==> src/rtl/column_sum_scheduler.sv <==
// Column-sum sweep scheduler: issues one column-sum job per column, waits for
// completion with a timeout, strobes the result write, and repeats for MAX_ITER sweeps.
//
// state | meaning
// IDLE  | no run active, waiting for start
// ISSUE | cs_start pulse for the selected column
// WAIT  | counting cycles until cs_done or timeout
// WRITE | wr_en pulse, advance column / sweep
// DONE  | run complete, final col_idx/iter_cnt held
// ERR   | column-sum path timed out, err held
module column_sum_scheduler #(
    parameter int NUM_COLS = 3,
    parameter int MAX_ITER = 2,
    parameter int TIMEOUT  = 15,
    parameter int IDX_W    = 8
) (
    input  logic             clk,
    input  logic             rst_n,
    input  logic             start,
    input  logic             abort,
    input  logic             cs_done,
    output logic             cs_start,
    output logic [IDX_W-1:0] col_idx,
    output logic             wr_en,
    output logic [IDX_W-1:0] wr_addr,
    output logic [IDX_W-1:0] iter_cnt,
    output logic             busy,
    output logic             done,
    output logic             err
);

    localparam int WCNT_W = $clog2(TIMEOUT + 1);
    localparam logic [IDX_W-1:0]  LAST_COL  = IDX_W'(NUM_COLS - 1);
    localparam logic [IDX_W-1:0]  LAST_ITER = IDX_W'(MAX_ITER - 1);
    localparam logic [WCNT_W-1:0] WAIT_MAX  = WCNT_W'(TIMEOUT);

    typedef enum logic [2:0] {
        S_IDLE, S_ISSUE, S_WAIT, S_WRITE, S_DONE, S_ERR
    } state_t;

    state_t            r_state;
    logic [WCNT_W-1:0] r_wait_cnt;
    logic [IDX_W-1:0]  r_col_idx;
    logic [IDX_W-1:0]  r_iter_cnt;
    logic              r_cs_start;
    logic              r_wr_en;
    logic              r_busy;
    logic              r_done;
    logic              r_err;

    always_ff @(posedge clk or negedge rst_n) begin
        if (!rst_n) begin
            r_state    <= S_IDLE;
            r_wait_cnt <= '0;
            r_col_idx  <= '0;
            r_iter_cnt <= '0;
            r_cs_start <= 1'b0;
            r_wr_en    <= 1'b0;
            r_busy     <= 1'b0;
            r_done     <= 1'b0;
            r_err      <= 1'b0;
        end else begin
            r_cs_start <= 1'b0;
            r_wr_en    <= 1'b0;
            r_done     <= 1'b0;
            if (abort) begin
                r_state    <= S_IDLE;
                r_wait_cnt <= '0;
                r_col_idx  <= '0;
                r_iter_cnt <= '0;
                r_busy     <= 1'b0;
                r_err      <= 1'b0;
            end else begin
                case (r_state)
                    S_IDLE, S_DONE, S_ERR: begin
                        if (start) begin
                            r_state    <= S_ISSUE;
                            r_wait_cnt <= '0;
                            r_col_idx  <= '0;
                            r_iter_cnt <= '0;
                            r_err      <= 1'b0;
                            r_busy     <= 1'b1;
                            r_cs_start <= 1'b1;
                        end
                    end
                    S_ISSUE: begin
                        // the first WAIT cycle already counts as one cycle waited
                        r_state    <= S_WAIT;
                        r_wait_cnt <= WCNT_W'(1);
                    end
                    S_WAIT: begin
                        if (cs_done) begin
                            r_state <= S_WRITE;
                            r_wr_en <= 1'b1;
                        end else if (r_wait_cnt == WAIT_MAX) begin
                            r_state <= S_ERR;
                            r_err   <= 1'b1;
                            r_busy  <= 1'b0;
                        end else begin
                            r_wait_cnt <= r_wait_cnt + WCNT_W'(1);
                        end
                    end
                    S_WRITE: begin
                        if (r_col_idx != LAST_COL) begin
                            r_col_idx  <= r_col_idx + IDX_W'(1);
                            r_wait_cnt <= '0;
                            r_state    <= S_ISSUE;
                            r_cs_start <= 1'b1;
                        end else if (r_iter_cnt != LAST_ITER) begin
                            r_col_idx  <= '0;
                            r_iter_cnt <= r_iter_cnt + IDX_W'(1);
                            r_wait_cnt <= '0;
                            r_state    <= S_ISSUE;
                            r_cs_start <= 1'b1;
                        end else begin
                            r_state <= S_DONE;
                            r_done  <= 1'b1;
                            r_busy  <= 1'b0;
                        end
                    end
                    default: begin
                        r_state <= S_IDLE;
                        r_busy  <= 1'b0;
                    end
                endcase
            end
        end
    end

    assign cs_start = r_cs_start;
    assign col_idx  = r_col_idx;
    assign wr_en    = r_wr_en;
    assign wr_addr  = r_col_idx;
    assign iter_cnt = r_iter_cnt;
    assign busy     = r_busy;
    assign done     = r_done;
    assign err      = r_err;

endmodule

==> config.mk <==
export PLATFORM = sky130hd
export DESIGN_NAME = column_sum_scheduler
export DESIGN_NICKNAME = d
export VERILOG_FILES = /design/src/rtl/column_sum_scheduler.sv
export SDC_FILE = /design/constraint.sdc
export NUM_CORES = 1
export LEC_CHECK = 0
export CAP_MARGIN = 40
export CORE_MARGIN = 8
export CORE_UTILIZATION = 35
export DETAILED_ROUTE_END_ITERATION = 7
export DONT_BUFFER_PORTS = 1
export PLACE_DENSITY = 0.58
export SLEW_MARGIN = 20
export SYNTH_ARGS = -nofsm -noshare
export SYNTH_HDL_FRONTEND = slang
export SYNTH_SLANG_ARGS = --single-unit
==> constraint.sdc <==
create_clock -name clk -period 5.45 [get_ports clk]
set_input_delay 0.545 -clock clk [delete_from_list [all_inputs] [get_ports clk]]
set_output_delay 0.545 -clock clk [all_outputs]
set_load 0.01 [all_outputs]
# Word level (Yosys, flattened, before mapping)

Cells that the tools add are included.

Register bits: 28
Bits of input ports: 5
Output and inout port bits: 29
Logic and storage cells: 88

Add/sub/neg operators: 3
Equal/unequal tests: 18
Multiplexer cells: 47
Reductions and logical operators: 11

Operator list:

| operator                                              | count |
|---|---|
| two-way mux 8 bit                                     | 7 |
| one-hot mux 8 bit (2 select lines)                    | 2 |
| two-way mux 4 bit                                     | 6 |
| two-way mux 1 bit                                     | 21 |
| inequality test 3 bit, second input constant          | 7 |
| two-way mux 3 bit                                     | 6 |
| adder 8 x 1 -> 8 bit, second input constant           | 2 |
| one-hot mux 4 bit (4 select lines)                    | 1 |
| one-hot mux 3 bit (4 select lines)                    | 1 |
| inequality test 4 bit, second input constant          | 2 |
| inequality test 8 x 1 -> 1 bit, second input constant | 1 |
| inequality test 8 x 2 -> 1 bit, second input constant | 1 |
| AND reduction 4 bit                                   | 2 |
| == test 3 x 2 -> 1 bit, second input constant         | 2 |
| == test 3 bit, second input constant                  | 2 |
| AND reduction 6 bit                                   | 1 |
| nonzero test 3 bit                                    | 2 |
| AND reduction 5 bit                                   | 1 |
| nonzero test 5 bit                                    | 1 |
| adder 4 x 1 -> 4 bit, second input constant           | 1 |
| == test 4 bit, second input constant                  | 1 |
| one-hot mux 1 bit (2 select lines)                    | 2 |
| one-hot mux 1 bit (4 select lines)                    | 1 |
| == test 3 x 1 -> 1 bit, second input constant         | 1 |
| 5 further kinds                                       | 5 |

# Logic depth before layout (Yosys ltp)

Word-level depth: 5
Mapped depth: 8
Gate-level depth less buffers: 7

# Least setup slack after synthesis

No wires, ideal clock.

Kind: register -> register
From: reg r_col_idx[0], in the netlist col_idx[0]
To: reg r_iter_cnt[7], in the netlist iter_cnt[7]
Library setup time: 0.104 ns
Arrival: 1.981 ns
Required time: 5.346 ns
Path slack: 3.365 ns
Cell stages (with the launch flop): 9
Path buffers: 1
Period minus slack after synthesis: 2.085 ns
Path through: dfrtp_1 inv_1 ha_1 or3b_2 a211oi_2 o21ai_2 or2_0 buf_2 o41ai_2

Word-level cells in the longest chain between the ends: 3

Ends and longest elaborated chain:

| element                                | line | source |
|---|---|---|
| start: declaration                     | 43   | `logic [IDX_W-1:0] r_col_idx;` |
| start signal: assignment               | 105  | `r_col_idx <= r_col_idx + IDX_W'(1);` |
| inequality test 8 x 2 -> 1 bit         | 104  | `if (r_col_idx != LAST_COL) begin` |
| inequality test 3 bit (no source line) | -    |  |
| AND reduction 4 bit (no source line)   | -    |  |
| end signal: assignment                 | 111  | `r_iter_cnt <= r_iter_cnt + IDX_W'(1);` |
| end: declaration                       | 44   | `logic [IDX_W-1:0] r_iter_cnt;` |

No other way between the ends.
A chain may end at the register's enable or synchronous reset.

# Worst setup path after layout

From: reg r_col_idx[0], in the netlist col_idx[0]
To: reg r_col_idx[4], in the netlist col_idx[4]

Word-level cells in the longest chain between the ends: 4
Elaborated cells between the ends (all ways): 7
Classes of those cells: 1 x add/sub; 2 x eq/ne; 3 x mux; 1 x reduce/logical

Ends and longest elaborated chain:

| element                                                                | line     | source |
|---|---|---|
| adder 8 x 1 -> 8 bit or inequality test 8 x 2 -> 1 bit (tied branches) | 105, 104 |  |
| two-way mux 8 bit                                                      | 104      |  |
| one-hot mux 8 bit (2 select lines)                                     | 74       | `case (r_state)` |
| two-way mux 8 bit                                                      | 66       | `if (abort) begin` |

Parallel ways exist; a longest one is shown, timed or not.

==> impl_metrics.tcl <==
set metrics [dict create \
    status "finished, final reports clean" \
    power.leakage_nw 0.7865 \
    synth_edf_count 0 \
    yosysTopAreaCell "dfrtp_1" \
    finalSetupTns_ps 0 \
    ys_warn_count 0 \
    num_vias 1305 \
    path_class "flop to flop" \
    dp_hpwl_mm 2.630 \
    antenna_found_initial 0 \
    intPower_w 0.0003331 \
    die_x_um 85.47 \
    nets 186 \
    grt_util_all_layers_pct 10.75 \
    clk-insertion-delay-late_ps 280 \
    ant_nets 0 \
    htreeDepth 1 \
    diodes 0 \
    die_area_um2 7305 \
    synth_ff_type "dfrtp_1" \
    path_clk_slew_ps 100 \
    ys_seq_area_share_pct 41.48 \
    yosys-top-cells-count "28 x dfrtp_1, 24 x o21ai_0, 15 x nand2_1, 15 x nor2_1, 8 x buf_4" \
    grt_overflow 0 \
    wl_per_cell_um 15.97 \
    ctsResizeCount 0 \
    maxCapViolations 0 \
    fin_area_um2 1757 \
    cts_root_buffer "clkbuf_8" \
    cp.required_ps 5640 \
    drt_iter0_drc 37 \
    startpoint "col_idx[0]$_DFFE_PN0P_" \
    arrival_ps 2680 \
    first_pass_iters 4 \
    synth-async-reset-ratio_pct 100.0 \
    via_per_inst 5.699 \
    reg2reg_depth 7 \
    ir_drop_mv 0.1295 \
    grt_pass1_vias 1252 \
    seqPwrFrac_pct 51.6 \
    cts_tree "done" \
    r2r-start "col_idx[0]$_DFFE_PN0P_" \
    hold_path.class "primary input to asynchronous set/reset pin" \
    reg2reg_to "col_idx[4]$_DFFE_PN0P_" \
    clkPwrFrac_pct 37.0 \
    p_sw_w 0.0001104 \
    core-area_um2 4692 \
    rows 25 \
    drv_slew 0 \
    die_h_um 85.47 \
    worstPathMaxFanout 7 \
    hold_viol_final 0 \
    synth_area_per_cell_um2 9.130 \
    gp_congestion 0.8149 \
    p_comb_share_pct 11.4 \
    clock_skew_ps 4.063 \
    synth_top_area_share_pct 41.48 \
    netlist_top_cells_area "dfrtp_1 41%, o21ai_0 7.1%, ha_1 3.7%, buf_4 3.6%, nand2_1 3.3%" \
    final.period_utilization_pct 45.70 \
    start_kind "flop" \
    drc_errors 0 \
    drt-total-wl_mm 3.657 \
    synth-seq-cells 28 \
    clock_sink_count 28 \
    endpoint_kind "flop" \
    grt_max_degree 29 \
    synth_cell_types 46 \
    cts_buffers 3 \
    final_core_util_pct 37.44 \
    max_freq_mhz 401.5 \
    area_growth_pct 4.000 \
    layout-drive-gt1-share_pct 8.571 \
    reg2reg_slack_ps 2960 \
    placed_area_um2 1665 \
    start_util_pct 36.00 \
    finalSetupViolCount 0 \
    syn_inst 185 \
    tightest_slew_ps 679.5 \
    grt_pass1_wl_mm 6.334 \
    fin_crit_ps 2491 \
    power_density_nw_per_um2 252.4 \
    clk_path_buf_depth 2 \
    crit_end "col_idx[4]$_DFFE_PN0P_" \
    switching_share_pct 24.89 \
    port_buffers 0 \
    netlist_area_um2 1689 \
    syn_nets 195 \
    rsz0062_at_grt "no" \
    cts_hold_buffers 1 \
    yosysMostFrequentCell "dfrtp_1" \
    cts_setup_buffers 0 \
    ioPinCount 34 \
    slew_headroom_pct 54.44 \
]
-- sequential cells by signal, indices dropped and copies added (netlist names) --
register    count
iter_cnt        8
wr_en           1
err             1
cs_start        1
busy            1
done            1
col_idx         8
r_state         3
r_wait_cnt      4
-- how the worst min path moves through the flow --
stage,endpoint,slack (ps),start
2_1_floorplan,busy$_DFFE_PN0P_,250,rst_n
3_3_place_gp,iter_cnt[2]$_DFFE_PN0P_,250,rst_n
3_5_place_dp,iter_cnt[2]$_DFFE_PN0P_,250,rst_n
4_1_cts,r_state[1]$_DFFE_PN0P_,70,rst_n
5_1_grt,iter_cnt[5]$_DFFE_PN0P_,70,rst_n
6_report,busy$_DFFE_PN0P_,70,rst_n
-- critical path, stage by stage (launching register included) --
cell and delay, ps:
dfrtp_1 520, inv_1 110, ha_1 130, or3b_2 490, nand4bb_1 330, o21ai_0 560
o21ai_0 180, o31ai_1 90
-- power groups by stage --
stage / clock, W / combinational (W) / sequential (W)
after detailed placement: 0 / 0.0000454 / 0.000233
after floorplan: 0 / 0.0000419 / 0.000228
after global routing: 0.000177 / 0.0000581 / 0.000231
final: 0.000164 / 0.0000506 / 0.000229
after global placement: 0 / 0.0000453 / 0.000233
after CTS: 0.000170 / 0.0000512 / 0.000229
-- layout make-up --
cell class,instances,area [µm²]
fill,476,2935
multi-input combinational,137,878.3
sequential,28,700.7
tap,54,67.56
clock buffer,3,41.29
clock inverter,1,30.03
timing repair buffer,1,20.02
inverter,5,18.77
-- per-layer routing --
metal / GRT usage, % / wire [µm] / vias up
met5: 0 / 0 / -
met4: 3.503 / 19 / 0
met3: 3.958 / 300 / 4
met2: 16.43 / 1681 / 33
met1: 13.58 / 1655 / 621
li1: - / - / 647
-- cell usage in the layout (no fill, tap or decap), types with 3 or more instances in the layout --
master / netlist / routed
inv_1: 5 / 5
nor2b_1: 5 / 5
xnor2_1: 3 / 3
dfrtp_1: 28 / 28
nand3_1: 6 / 6
nand2b_1: 4 / 4
ha_1: 5 / 5
a21oi_1: 5 / 5
nor2_1: 15 / 15
a31oi_1: 3 / 3
o21ai_0: 24 / 24
and3_1: 7 / 7
nand2_1: 15 / 15
nor3_1: 5 / 5
o31ai_1: 5 / 5
clkbuf_8: 0 / 3
and2_1: 4 / 4
-- per-stage QoR --
stage / hold WS (ps) / power, W / setup slack (ps) / cells
2_1_floorplan: 249.4 / 0.0002694 / 3365 / 185
3_3_place_gp: 250.2 / 0.0002786 / 3037 / 224
3_5_place_dp: 250.3 / 0.0002788 / 2968 / 224
4_1_cts: 71.89 / 0.0004501 / 2985 / 229
5_1_grt: 67.55 / 0.0004651 / 2658 / 229
6_report: 72.78 / 0.0004435 / 2959 / 229
-- cell families (layout without fill, tap and decap cells) --
logic type                 after synthesis  in the layout  synth area share (%)
muxes                                    1              1                0.5926
xor gates and xnor gates                 3              3                 1.556
adders and majority gates                5              5                 3.704
AOI/OAI and AO/OA                       52             52                 20.74
DFF                                     28             28                 41.48
buffers and inverters                   20             10                 6.518
and+or+nand+nor                         76             76                 25.41
No activity file was read; power rests on OpenSTA's default activity.
